`config.mk`:
```
export PLATFORM = sky130hd
export DESIGN_NAME = tq_quant4x4
export DESIGN_NICKNAME = d
export VERILOG_FILES = /design/src/rtl/tq_quant4x4.sv
export SDC_FILE = /design/constraint.sdc
export NUM_CORES = 1
export LEC_CHECK = 0
export CORE_MARGIN = 8
export CORE_UTILIZATION = 45
export DETAILED_ROUTE_END_ITERATION = 6
export HOLD_SLACK_MARGIN = 0.1
export PLACE_DENSITY_LB_ADDON = 0.08
export SLEW_MARGIN = 20
export SYNTH_ARGS = -nofsm -noshare
export SYNTH_HDL_FRONTEND = slang
export SYNTH_HIERARCHICAL = 1
export SYNTH_SLANG_ARGS = --single-unit
```
`constraint.sdc`:
```
create_clock -name clk -period 94.8 [get_ports clk]
set_input_delay 9.48 -clock clk [delete_from_list [all_inputs] [get_ports clk]]
set_output_delay 9.48 -clock clk [all_outputs]
set_load 0.01 [all_outputs]
```
`src/rtl/tq_quant4x4.sv`:
```
// Forward 4x4 quantiser: |W|*MF + f, shifted by qbits, sign restored, two-stage pipe.
// QP is latched on beat 0 of each block; per-block non-zero count rides on the last level.

module tq_mod6 (
    input  logic [5:0] qp_i,
    output logic [2:0] mod_o
);
    always_comb mod_o = 3'(qp_i % 6'd6);
endmodule

module tq_quant4x4 #(
    parameter int COEF_W = 16,
    parameter int NZ_W   = 5
) (
    input  logic              clk,
    input  logic              rst,
    input  logic [5:0]        qp_i,
    input  logic              intra_i,
    input  logic              in_valid_i,
    output logic              in_ready_o,
    input  logic [COEF_W-1:0] coef_i,
    output logic              out_valid_o,
    input  logic              out_ready_i,
    output logic [COEF_W-1:0] level_o,
    output logic [3:0]        idx_o,
    output logic              last_o,
    output logic [NZ_W-1:0]   nz_cnt_o
);
    localparam int MAG_W = COEF_W + 1;

    logic [3:0]        in_idx_q, in_idx_d;
    logic [5:0]        qp_lat_q, qp_lat_d;
    logic              intra_lat_q, intra_lat_d;
    logic [1:0]        vld_pipe_q, vld_pipe_d;   // [0] stage 1, [1] output
    logic [MAG_W-1:0]  s1_abs_q, s1_abs_d;
    logic              s1_neg_q, s1_neg_d;
    logic [13:0]       s1_mf_q, s1_mf_d;
    logic [31:0]       s1_f_q, s1_f_d;
    logic [4:0]        s1_qb_q, s1_qb_d;
    logic [3:0]        s1_idx_q, s1_idx_d;
    logic [COEF_W-1:0] level_q, level_d;
    logic [3:0]        idx_q, idx_d;
    logic              last_q, last_d;
    logic [NZ_W-1:0]   nz_out_q, nz_out_d;
    logic [NZ_W-1:0]   acc_q, acc_d;

    logic              en, acc_in;
    logic [5:0]        qp_eff;
    logic              intra_eff;
    logic [2:0]        mod;
    logic [3:0]        div;
    logic [4:0]        qbits;
    logic [31:0]       pow2;
    logic [13:0]       mf;
    logic [MAG_W-1:0]  w_ext;
    logic [31:0]       mag;
    logic [COEF_W-1:0] mag_w;
    logic              nz;

    assign en         = !vld_pipe_q[1] || out_ready_i;
    assign acc_in     = in_valid_i && en;
    assign in_ready_o = en;

    // Beat 0 sees the fresh QP; the rest of the block sees the latched copy.
    assign qp_eff    = (in_idx_q == 4'd0) ? ((qp_i > 6'd51) ? 6'd51 : qp_i) : qp_lat_q;
    assign intra_eff = (in_idx_q == 4'd0) ? intra_i : intra_lat_q;

    tq_mod6 u_mod6 (.qp_i(qp_eff), .mod_o(mod));

    always_comb begin
        div = 4'd0;
        for (int k = 1; k <= 8; k++)
            if (int'(qp_eff) >= 6 * k) div = 4'(k);
    end

    assign qbits = 5'd15 + {1'b0, div};
    assign pow2  = 32'd1 << qbits;

    always_comb begin
        logic a_cls, b_cls;
        a_cls = !in_idx_q[2] && !in_idx_q[0];
        b_cls =  in_idx_q[2] &&  in_idx_q[0];
        mf = 14'd0;
        case (mod)
            3'd0:    mf = a_cls ? 14'd13107 : b_cls ? 14'd5243 : 14'd8066;
            3'd1:    mf = a_cls ? 14'd11916 : b_cls ? 14'd4660 : 14'd7490;
            3'd2:    mf = a_cls ? 14'd10082 : b_cls ? 14'd4194 : 14'd6554;
            3'd3:    mf = a_cls ? 14'd9362  : b_cls ? 14'd3647 : 14'd5825;
            3'd4:    mf = a_cls ? 14'd8192  : b_cls ? 14'd3355 : 14'd5243;
            default: mf = a_cls ? 14'd7282  : b_cls ? 14'd2893 : 14'd4559;
        endcase
    end

    assign w_ext = {coef_i[COEF_W-1], coef_i};
    assign mag   = ((32'(s1_abs_q) * 32'(s1_mf_q)) + s1_f_q) >> s1_qb_q;
    assign mag_w = mag[COEF_W-1:0];
    assign nz    = (mag != 32'd0);

    always_comb begin
        in_idx_d    = in_idx_q;
        qp_lat_d    = qp_lat_q;
        intra_lat_d = intra_lat_q;
        vld_pipe_d  = vld_pipe_q;
        s1_abs_d    = s1_abs_q;
        s1_neg_d    = s1_neg_q;
        s1_mf_d     = s1_mf_q;
        s1_f_d      = s1_f_q;
        s1_qb_d     = s1_qb_q;
        s1_idx_d    = s1_idx_q;
        level_d     = level_q;
        idx_d       = idx_q;
        last_d      = last_q;
        nz_out_d    = nz_out_q;
        acc_d       = acc_q;
        if (acc_in) begin
            in_idx_d = in_idx_q + 4'd1;
            if (in_idx_q == 4'd0) begin
                qp_lat_d    = qp_eff;
                intra_lat_d = intra_i;
            end
        end
        if (en) begin
            vld_pipe_d = {vld_pipe_q[0], acc_in};
            if (acc_in) begin
                s1_abs_d = w_ext[MAG_W-1] ? -w_ext : w_ext;
                s1_neg_d = w_ext[MAG_W-1];
                s1_mf_d  = mf;
                s1_f_d   = intra_eff ? pow2 / 32'd3 : pow2 / 32'd6;
                s1_qb_d  = qbits;
                s1_idx_d = in_idx_q;
            end
            if (vld_pipe_q[0]) begin
                level_d = s1_neg_q ? -mag_w : mag_w;
                idx_d   = s1_idx_q;
                last_d  = (s1_idx_q == 4'd15);
                if (s1_idx_q == 4'd15) begin
                    nz_out_d = acc_q + NZ_W'(nz);
                    acc_d    = '0;
                end else begin
                    nz_out_d = '0;
                    acc_d    = acc_q + NZ_W'(nz);
                end
            end else begin
                last_d   = 1'b0;
                nz_out_d = '0;
            end
        end
    end

    always_ff @(posedge clk or posedge rst) begin
        if (rst) begin
            in_idx_q    <= '0;
            qp_lat_q    <= '0;
            intra_lat_q <= 1'b0;
            vld_pipe_q  <= '0;
            s1_abs_q    <= '0;
            s1_neg_q    <= 1'b0;
            s1_mf_q     <= '0;
            s1_f_q      <= '0;
            s1_qb_q     <= '0;
            s1_idx_q    <= '0;
            level_q     <= '0;
            idx_q       <= '0;
            last_q      <= 1'b0;
            nz_out_q    <= '0;
            acc_q       <= '0;
        end else begin
            in_idx_q    <= in_idx_d;
            qp_lat_q    <= qp_lat_d;
            intra_lat_q <= intra_lat_d;
            vld_pipe_q  <= vld_pipe_d;
            s1_abs_q    <= s1_abs_d;
            s1_neg_q    <= s1_neg_d;
            s1_mf_q     <= s1_mf_d;
            s1_f_q      <= s1_f_d;
            s1_qb_q     <= s1_qb_d;
            s1_idx_q    <= s1_idx_d;
            level_q     <= level_d;
            idx_q       <= idx_d;
            last_q      <= last_d;
            nz_out_q    <= nz_out_d;
            acc_q       <= acc_d;
        end
    end

    assign out_valid_o = vld_pipe_q[1];
    assign level_o     = level_q;
    assign idx_o       = idx_q;
    assign last_o      = last_q;
    assign nz_cnt_o    = nz_out_q;
endmodule

```
# [Yosys cells after proc, flatten, opt, wreduce, memory -nomap -nowiden]
# Cells that the tools add are included.
[word_totals] input_bits=27 out_inout_bits=28 reg_bits=117 wordCells=85
[op_classes] magnitude_cmp=9 mul=1 n_div=3 eq_ne=5 n_addsub=6 mux=31 n_reduce_logical=13 shifts=2
[ops] operator="14-bit two-way mux" count=5
[ops] operator="14-bit one-hot mux with 5 select lines" count=1
[ops] operator="13-bit two-way mux" count=4
[ops] operator="12-bit two-way mux" count=3
[ops] operator="31-bit by 32-bit adder with 32-bit output" count=1
[ops] operator="32-bit by 2-bit divider with 32-bit output (second input constant)" count=1
[ops] operator="32-bit by 3-bit divider with 32-bit output (second input constant)" count=1
[ops] operator="32-bit two-way mux" count=1
[ops] operator="32-bit nonzero test" count=1
[ops] operator="1-bit by 5-bit left shift with 32-bit output (first input constant)" count=1
[ops] operator="32-bit by 5-bit >> shifter with 32-bit output" count=1
[ops] operator="17-bit by 14-bit multiplier with 31-bit output" count=1
[ops] operator="4-bit two-way mux" count=7
[ops] operator="6-bit by 5-bit >= comparator with 1-bit output (second input constant)" count=3
[ops] operator="6-bit >= comparator (second input constant)" count=3
[ops] operator="17-bit two-way mux" count=1
[ops] operator="17-bit negator" count=1
[ops] operator="16-bit two-way mux" count=1
[ops] operator="16-bit negator" count=1
[ops] operator="5-bit two-way mux" count=3
[ops] operator="6-bit two-way mux" count=2
[ops] operator="3-bit by 2-bit equality test with 1-bit output (second input constant)" count=2
[ops] operator="6-bit by 3-bit >= comparator with 1-bit output (second input constant)" count=1
[ops] operator="6-bit by 4-bit >= comparator with 1-bit output (second input constant)" count=1
[ops] operator="15 further kinds" count=23

# [Longest topological paths before layout]
# Gate-level depths: netlist of the first run.
[depth] ltp_word=16 mapped_depth=282 mapped_depth_nobuf=255

# [Cells and area by module]
# Netlist of the first run, hierarchy kept.
[modules_own_cells] mod="tq_quant4x4" n_inst=1 area_per_inst_um2=33245.6 cells_per_inst=4435 seq_area_each_um2=2902.8
[modules_own_cells] mod="tq_mod6" n_inst=1 area_per_inst_um2=150.1 cells_per_inst=25 seq_area_each_um2=0.0

# [Worst setup path before layout of the first run]
# Ideal clock, no wire load.
[synth_path] kind="input port to flip-flop" start="input port intra_i" end="register s1_f_q[0]" t_arrival_ns=61.028 path_buffers=25 setup_slack_ns=33.625 required_time_ns=94.652 stages=255 setup_ns=0.148 path_cell_list="mux2i_1 -> inv_1 -> ha_1 -> o21ai_0 -> a21oi_1 -> a21o_1 -> inv_1 -> ha_1 -> o21ai_0 -> nor4_1 -> a31oi_1 -> and3_1 -> buf_4 -> a31oi_1 -> xor2_1 -> ha_1 -> nand3b_1 -> nor3_1 -> [... 219 more ...] -> xor2_1 -> ha_1 -> a41oi_1 -> nand4b_1 -> nor4_1 -> and2_1 -> buf_2 -> nor2_1 -> xor2_1 -> ha_1 -> nand3b_1 -> nand3_1 -> nor3_1 -> o211a_1 -> o311a_1 -> o211ai_1 -> a222oi_1 -> a41oi_1"
[synth_rtl] item="start: declaration" line="18" source="input logic intra_i,"
[synth_rtl] item="end signal: assignment" line="159" source="s1_f_q <= '0;"
[synth_rtl] item="end signal: assignment" line="175" source="s1_f_q <= s1_f_d;"
[synth_rtl] item="end: declaration" line="38" source="logic [31:0] s1_f_q, s1_f_d;"

# [Final worst setup path of the first run]
[layout_path] start="input port qp_i[4]" end="register s1_f_q[0]"
[layout_via] elab_chain_len=16 elab_cells_between_ends=24 cone_classes="1 x add/sub; 2 x div; 9 x order compare; 1 x shift; 11 x mux"
[layout_lines] item="start: declaration" line="17" source="input logic [5:0] qp_i,"
[layout_lines] item="6-bit greater-than comparator *" line="65" source="assign qp_eff = (in_idx_q == 4'd0) ? ((qp_i > 6'd51) ? 6'd51 : qp_i) : qp_lat_q;"
[layout_lines] item="6-bit two-way mux * (2 in a row)" line="65"
[layout_lines] item="named net qp_eff[2]" line="48" source="logic [5:0] qp_eff;"
[layout_lines] item="6-bit by 3-bit >= comparator with 1-bit output" line="73" source="if (int'(qp_eff) >= 6 * k) div = 4'(k);"
[layout_lines] item="1-bit two-way mux" line="73"
[layout_lines] item="4-bit two-way mux (6 in a row)" line="73"
[layout_lines] item="4-bit two-way mux *" line="73"
[layout_lines] item="4-bit by 4-bit adder with 5-bit output *" line="76" source="assign qbits = 5'd15 + {1'b0, div};"
[layout_lines] item="named net qbits[0]" line="52" source="logic [4:0] qbits;"
[layout_lines] item="1-bit by 5-bit left shift with 32-bit output *" line="77" source="assign pow2 = 32'd1 << qbits;"
[layout_lines] item="32-bit by 3-bit divider with 32-bit output / 32-bit by 2-bit divider with 32-bit output (equally long branches)" line="128" source="s1_f_d = intra_eff ? pow2 / 32'd3 : pow2 / 32'd6;"
[layout_lines] item="32-bit two-way mux *" line="128"
# Mark *: on every way through the listed nets, which the timed path passes. The rest lies on a longest branch.
# A chain may end at the register's enable or synchronous reset.

==> results of run 1 <==
==> metrics by stage <==
stage	cells	cell area, um^2	util (%)	hold slack, ns
floorplan	4473	33440	-	0.4497
global placement	5351	34550	46.73	0.4624
detailed placement	5351	34550	46.73	0.4737
CTS	5383	35130	47.51	0.4886
global route	5383	35130	47.51	0.4971
finish	5383	35130	47.51	0.4844
==> worst max-delay path: cells and delay by family <==
family	cells	cell delay, ns
compound gates	70	16.08
simple gates	107	25.94
mux	4	1.04
xor+xnor	24	6.42
fa+ha+maj	28	9.54
buf+inv	13	2.05
==> final timing paths <==
check                                 start     endpoint  slack [ns]  cells after the start
worst max-delay path                qp_i[4]    s1_f_q[0]       24.49                    246
worst min-delay path             s1_f_q[28]   s1_f_q[28]        0.48                      2
worst max register to register  in_idx_q[0]    s1_f_q[0]       32.62                    247
worst min register to register   s1_f_q[28]   s1_f_q[28]        0.48                      2
max in group asynchronous               rst  s1_abs_q[9]       83.95                      3
min in group asynchronous               rst   s1_f_q[14]        9.57                      2
==> synthesized netlist by cell type (all sizes together), types with 76 or more instances <==
cell type  instances
a31oi             76
xnor2            151
nor2             376
ha               167
mux2i            110
and2             270
fa               208
nor3             133
xor2             126
dfrtp            116
nand3            113
inv              354
clkbuf            90
o21ai            294
buf               81
a21oi            208
nand2            453
==> routing by layer <==
metal | vias to the layer above | routed length, um | global-route usage, %
li1 | 15850 | - | -
met1 | 15540 | 50470 | 35.14
met2 | 784 | 48590 | 41.80
met3 | 121 | 4072 | 2.344
met4 | 0 | 2125 | 5.712
met5 | - | 0 | 0
==> state kept, by name, indices dropped and copies added, names as in the netlist <==
signal and flops:
acc_q 5, idx_o 4, in_idx_q 4, intra_lat_q 1, last_o 1, level_o 16, nz_cnt_o 5, qp_lat_q 6
s1_abs_q 17, s1_f_q 31, s1_idx_q 4, s1_mf_q 14, s1_neg_q 1, s1_qb_q 5, vld_pipe_q 2
==> logic make-up (layout without fill, tap and decap cells) <==
logic type,count (synthesis),after routing,share of synthesized area [%]
compound gates,1137,1137,23.51
xor+xnor,279,279,7.512
fa+ha+maj,379,379,18.85
buf+inv,527,468,6.631
flops,116,116,8.692
mux,153,153,4.960
other cells,2,15,0.02249
simple gates,1867,1867,29.82
==> area by class of cell <==
class	instances	area [um^2]
multi-input combinational	3830	28350
sequential	116	2903
inverter	354	1334
fill	7530	38810
timing repair buffer	82	750.7
clock inverter	14	141.4
clock buffer	18	439.2
tap	969	1212
==> impl_metrics.ini, run 1 <==
[timing]
setup_slack_ns = 24.49
worst_slew_pin_slew_ns = 0.9654
hold_viol_final = 0
fin_crit_sh_pct = 74.16
rsz0062_at_grt = no
slew_viol_final = 0
final.min_clock_period_ns = 70.31
fmax_mhz = 14.22
setup_violations = 0
tns_ns = 0
maxSlewHeadroom_pct = 34.80
finalClockSkew_ns = 0.01291

[global_routing]
grt_max_degree = 67
grtUsageTotal_pct = 25.15
grt_pass1_vias = 31350
grt_antenna_before_repair = 0
grt_overflow = 0
grt_pass1_wl_um = 172500

[layout]
nets = 4803
final_common_cell = nand2_1
n_antenna_cell = 0
drive_above_1_share_pct = 6.729
final_cell_mix = nand2_1 (448), nor2_1 (372), inv_1 (348), and2_1 (267), o21ai_0 (253)
area_delta_synth_final_pct = 5.200

[critical_path]
cpMostUsedCell = ha_1
cp_data_required_time_ns = 95.11
critPathMaxStageDelay_ns = 0.71
worstPathMaxFanout = 18
crit_slowest_cell = and4b_1
criticalPathCategory = in2reg
end_kind = register
crit_arrival_ns = 70.62
crit_path_start_kind = input pin

[floorplanning]
fp-row-count = 100
ioPinCount = 55
initial_core_util_pct = 45.16
die_x_um = 288.4
fp.dieH_um = 288.4
dieArea_mm2 = 0.08319
core_mm2 = 0.07395

[synthesis]
ys_warn_count = 6
synth.distinct_cells = 155
synthCells = 4460
ys_top_cells_by_area = fa_1 (12%), dfrtp_1 (8.7%), ha_1 (6.3%)
synthFlopType = dfrtp_1
async_reset_ff_share_pct = 100.0
synth.avg_cell_area_um2 = 7.488
synth_top_cell_by_area = fa_1
synth-seq-cells = 116
synth.top_cell.area_share_pct = 12.47
ys_seq_area_share_pct = 8.692
synth_area_mm2 = 0.03340
synth_edf_count = 0

[min_path]
hold_class = reg2reg

[detailed_routing]
wl_um = 105300
detail_route.wl_per_cell_um = 19.55
drc = 0
drtIter0Drc = 2230
dr.pass1.iters = 6
vias = 32290
drtAntennaViolNets = 0
vias_per_cell = 5.999

[clock_tree]
clk_latency_ns = 0.45
cts_root_buf = clkbuf_16
cts_setup_buffers = 0
holdBufCountCts = 0
cts_tree = yes
cts.sinks = 116
ctsResizeCount = 0
cts.reportedPaths.clkPinSlew_ns = 0.07
clockBufferDepth = 2
htree_levels = 4
numCtsBuffers = 17

[status]
status = complete, no violations

[placed_design]
pre_cts_ws_ns = 24.75
io_buffers = 54
hpwlAfterDp_um = 85830
gp_congestion = 0.9407

[run]
maxCapViolations = 0
Power of run 1 is left out: the tool's default activity adds up to more than one toggle a clock period on the data nets, which glitch-free logic cannot reach.
==> run 2, diff against run 1 <==
==> constraint.sdc (replaced) <==
create_clock -name clk -period 66.3 [get_ports clk]
set_input_delay 6.63 -clock clk [delete_from_list [all_inputs] [get_ports clk]]
set_output_delay 6.63 -clock clk [all_outputs]
set_load 0.01 [all_outputs]
==> impl_metrics.ini, run 2 (synthesis results as in run 1) <==
[global_routing]
grt_pass1_wl_um = 170900
grt_pass1_vias = 31320
grt_antenna_before_repair = 0
grt_overflow = 0
grtUsageTotal_pct = 24.82
grt_max_degree = 77

[detailed_routing]
drtAntennaViolNets = 0
top_layer = met4
drtIter0Drc = 1956
vias_per_cell = 5.973
met3_length_um = 4488
dr.pass1.iters = 6
detail_route.wl_per_cell_um = 19.40
vias = 32270
drt-met1-wl_um = 49850
wl_um = 104800
dr_wl_met2_um = 48460
drc = 0

[clock_tree]
numCtsBuffers = 17
cts_tree = yes
clockBufferDepth = 2
htree_levels = 4
cts_root_buf = clkbuf_16
cts.reportedPaths.clkPinSlew_ns = 0.06
holdBufCountCts = 0
cts.sinks = 116
clk_latency_ns = 0.44

[critical_path]
crit_path_start_kind = input pin
worstPathMaxFanout = 18
crit_family = simple AND/OR/NAND/NOR gates
end_kind = register
cp_data_required_time_ns = 66.60
crit_slowest_cell = or4_1
crit_arrival_ns = 62.05
critPathMaxStageDelay_ns = 0.62
cp.depth = 242
cpMostUsedCell = ha_1
reg2reg_depth = 243
criticalPathCategory = in2reg
crit_buf_inv = 15

[layout]
largest_reg_flops = 31
area_delta_synth_final_pct = 6.369
nets = 4823
fillers = 7524
n_antenna_cell = 0
drive_above_1_share_pct = 7.850
final_common_cell = nand2_1
post-route-util_pct = 48.04
largest_register = s1_f_q
final_cell_mix = nand2_1 (447), nor2_1 (369), inv_1 (348), and2_1 (265), o21ai_0 (253)
stdcell_count = 5402

[timing]
fmax_mhz = 16.19
setup_violations = 0
finalClockSkew_ns = 0.01444
worst_slew_pin_slew_ns = 0.9932
maxSlewHeadroom_pct = 32.92
final.min_clock_period_ns = 61.75
slew_viol_final = 0
setup_slack_ns = 4.550
fin_crit_sh_pct = 93.14
hold_viol_final = 0

[floorplanning]
initial_core_util_pct = 45.16
fp-row-count = 100
ioPinCount = 55
die_x_um = 288.4
core_mm2 = 0.07395
fp.dieH_um = 288.4
dieArea_mm2 = 0.08319

[min_path]
worstHoldPathCells = 2
hold_class = reg2reg

[run]
maxCapViolations = 0

[placed_design]
pre_cts_ws_ns = -0.5509
io_buffers = 54
hpwlAfterDp_um = 85050
gp_congestion = 0.9227
dp_cells = 5351

[status]
status = complete, no violations
[run 2: metal layers]
| metal | track usage [%] | up-vias |
|---|---|---|
| met5 | 0 | - |
| met4 | 5.586 | 0 |
| met3 | 2.478 | 126 |
| met2 | 41.31 | 786 |
| met1 | 34.54 | 15460 |
| li1 | - | 15890 |
[run 2: stage by stage]
| stage | TNS, ns | hold WS, ns | cell area [um^2] |
|---|---|---|---|
| 2_1_floorplan | 0 | 0.4497 | 33440 |
| 3_3_place_gp | 0 | 0.4627 | 34550 |
| 3_5_place_dp | -0.5509 | 0.4706 | 34550 |
| 4_1_cts | 0 | 0.4856 | 35150 |
| 5_1_grt | -0.04952 | 0.5012 | 35520 |
| 6_report | 0 | 0.4807 | 35520 |
[run 2: repair_timing]
item / in CTS / in global routing
setup buffers: 0 / 20
setup endpoints to repair: 1 / 3
pin swaps: 0 / 5
resized for setup: 2 / 44
[run 2: worst reg2reg max path, delay by kind of cell, from the launching register on]
kind | cells | cell delay (ns)
AND/OR/NAND/NOR | 102 | 23.22
AO/OA/AOI/OAI | 68 | 15.15
adder cells (fa/ha/maj) | 29 | 9.40
XOR/XNOR | 24 | 5.14
buffers and inverters | 15 | 2.10
multiplexers | 5 | 0.96
flip-flops | 1 | 0.44
[run 2: final timing paths]
kind	start	endpoint	slack [ns]
min reg2reg	qp_lat_q[0]	qp_lat_q[0]	0.48
max in group asynchronous	rst	s1_abs_q[9]	58.29
min	qp_lat_q[0]	qp_lat_q[0]	0.48
max reg2reg	in_idx_q[0]	s1_f_q[0]	9.84
max	qp_i[4]	s1_f_q[0]	4.55
min in group asynchronous	rst	level_o[11]	6.75
[run 2: area by class of cell]
type	count	area [um^2]	share of cell area [%]
clock buffers	18	439.2	1.236
flip-flops and latches	116	2903	8.172
inverters	354	1334	3.755
well taps	969	1212	3.413
repair buffers	102	900.9	2.536
clock inverters	13	148.9	0.4191
multi-input cells	3830	28580	80.47
Power of run 2 is left out for the same reason.
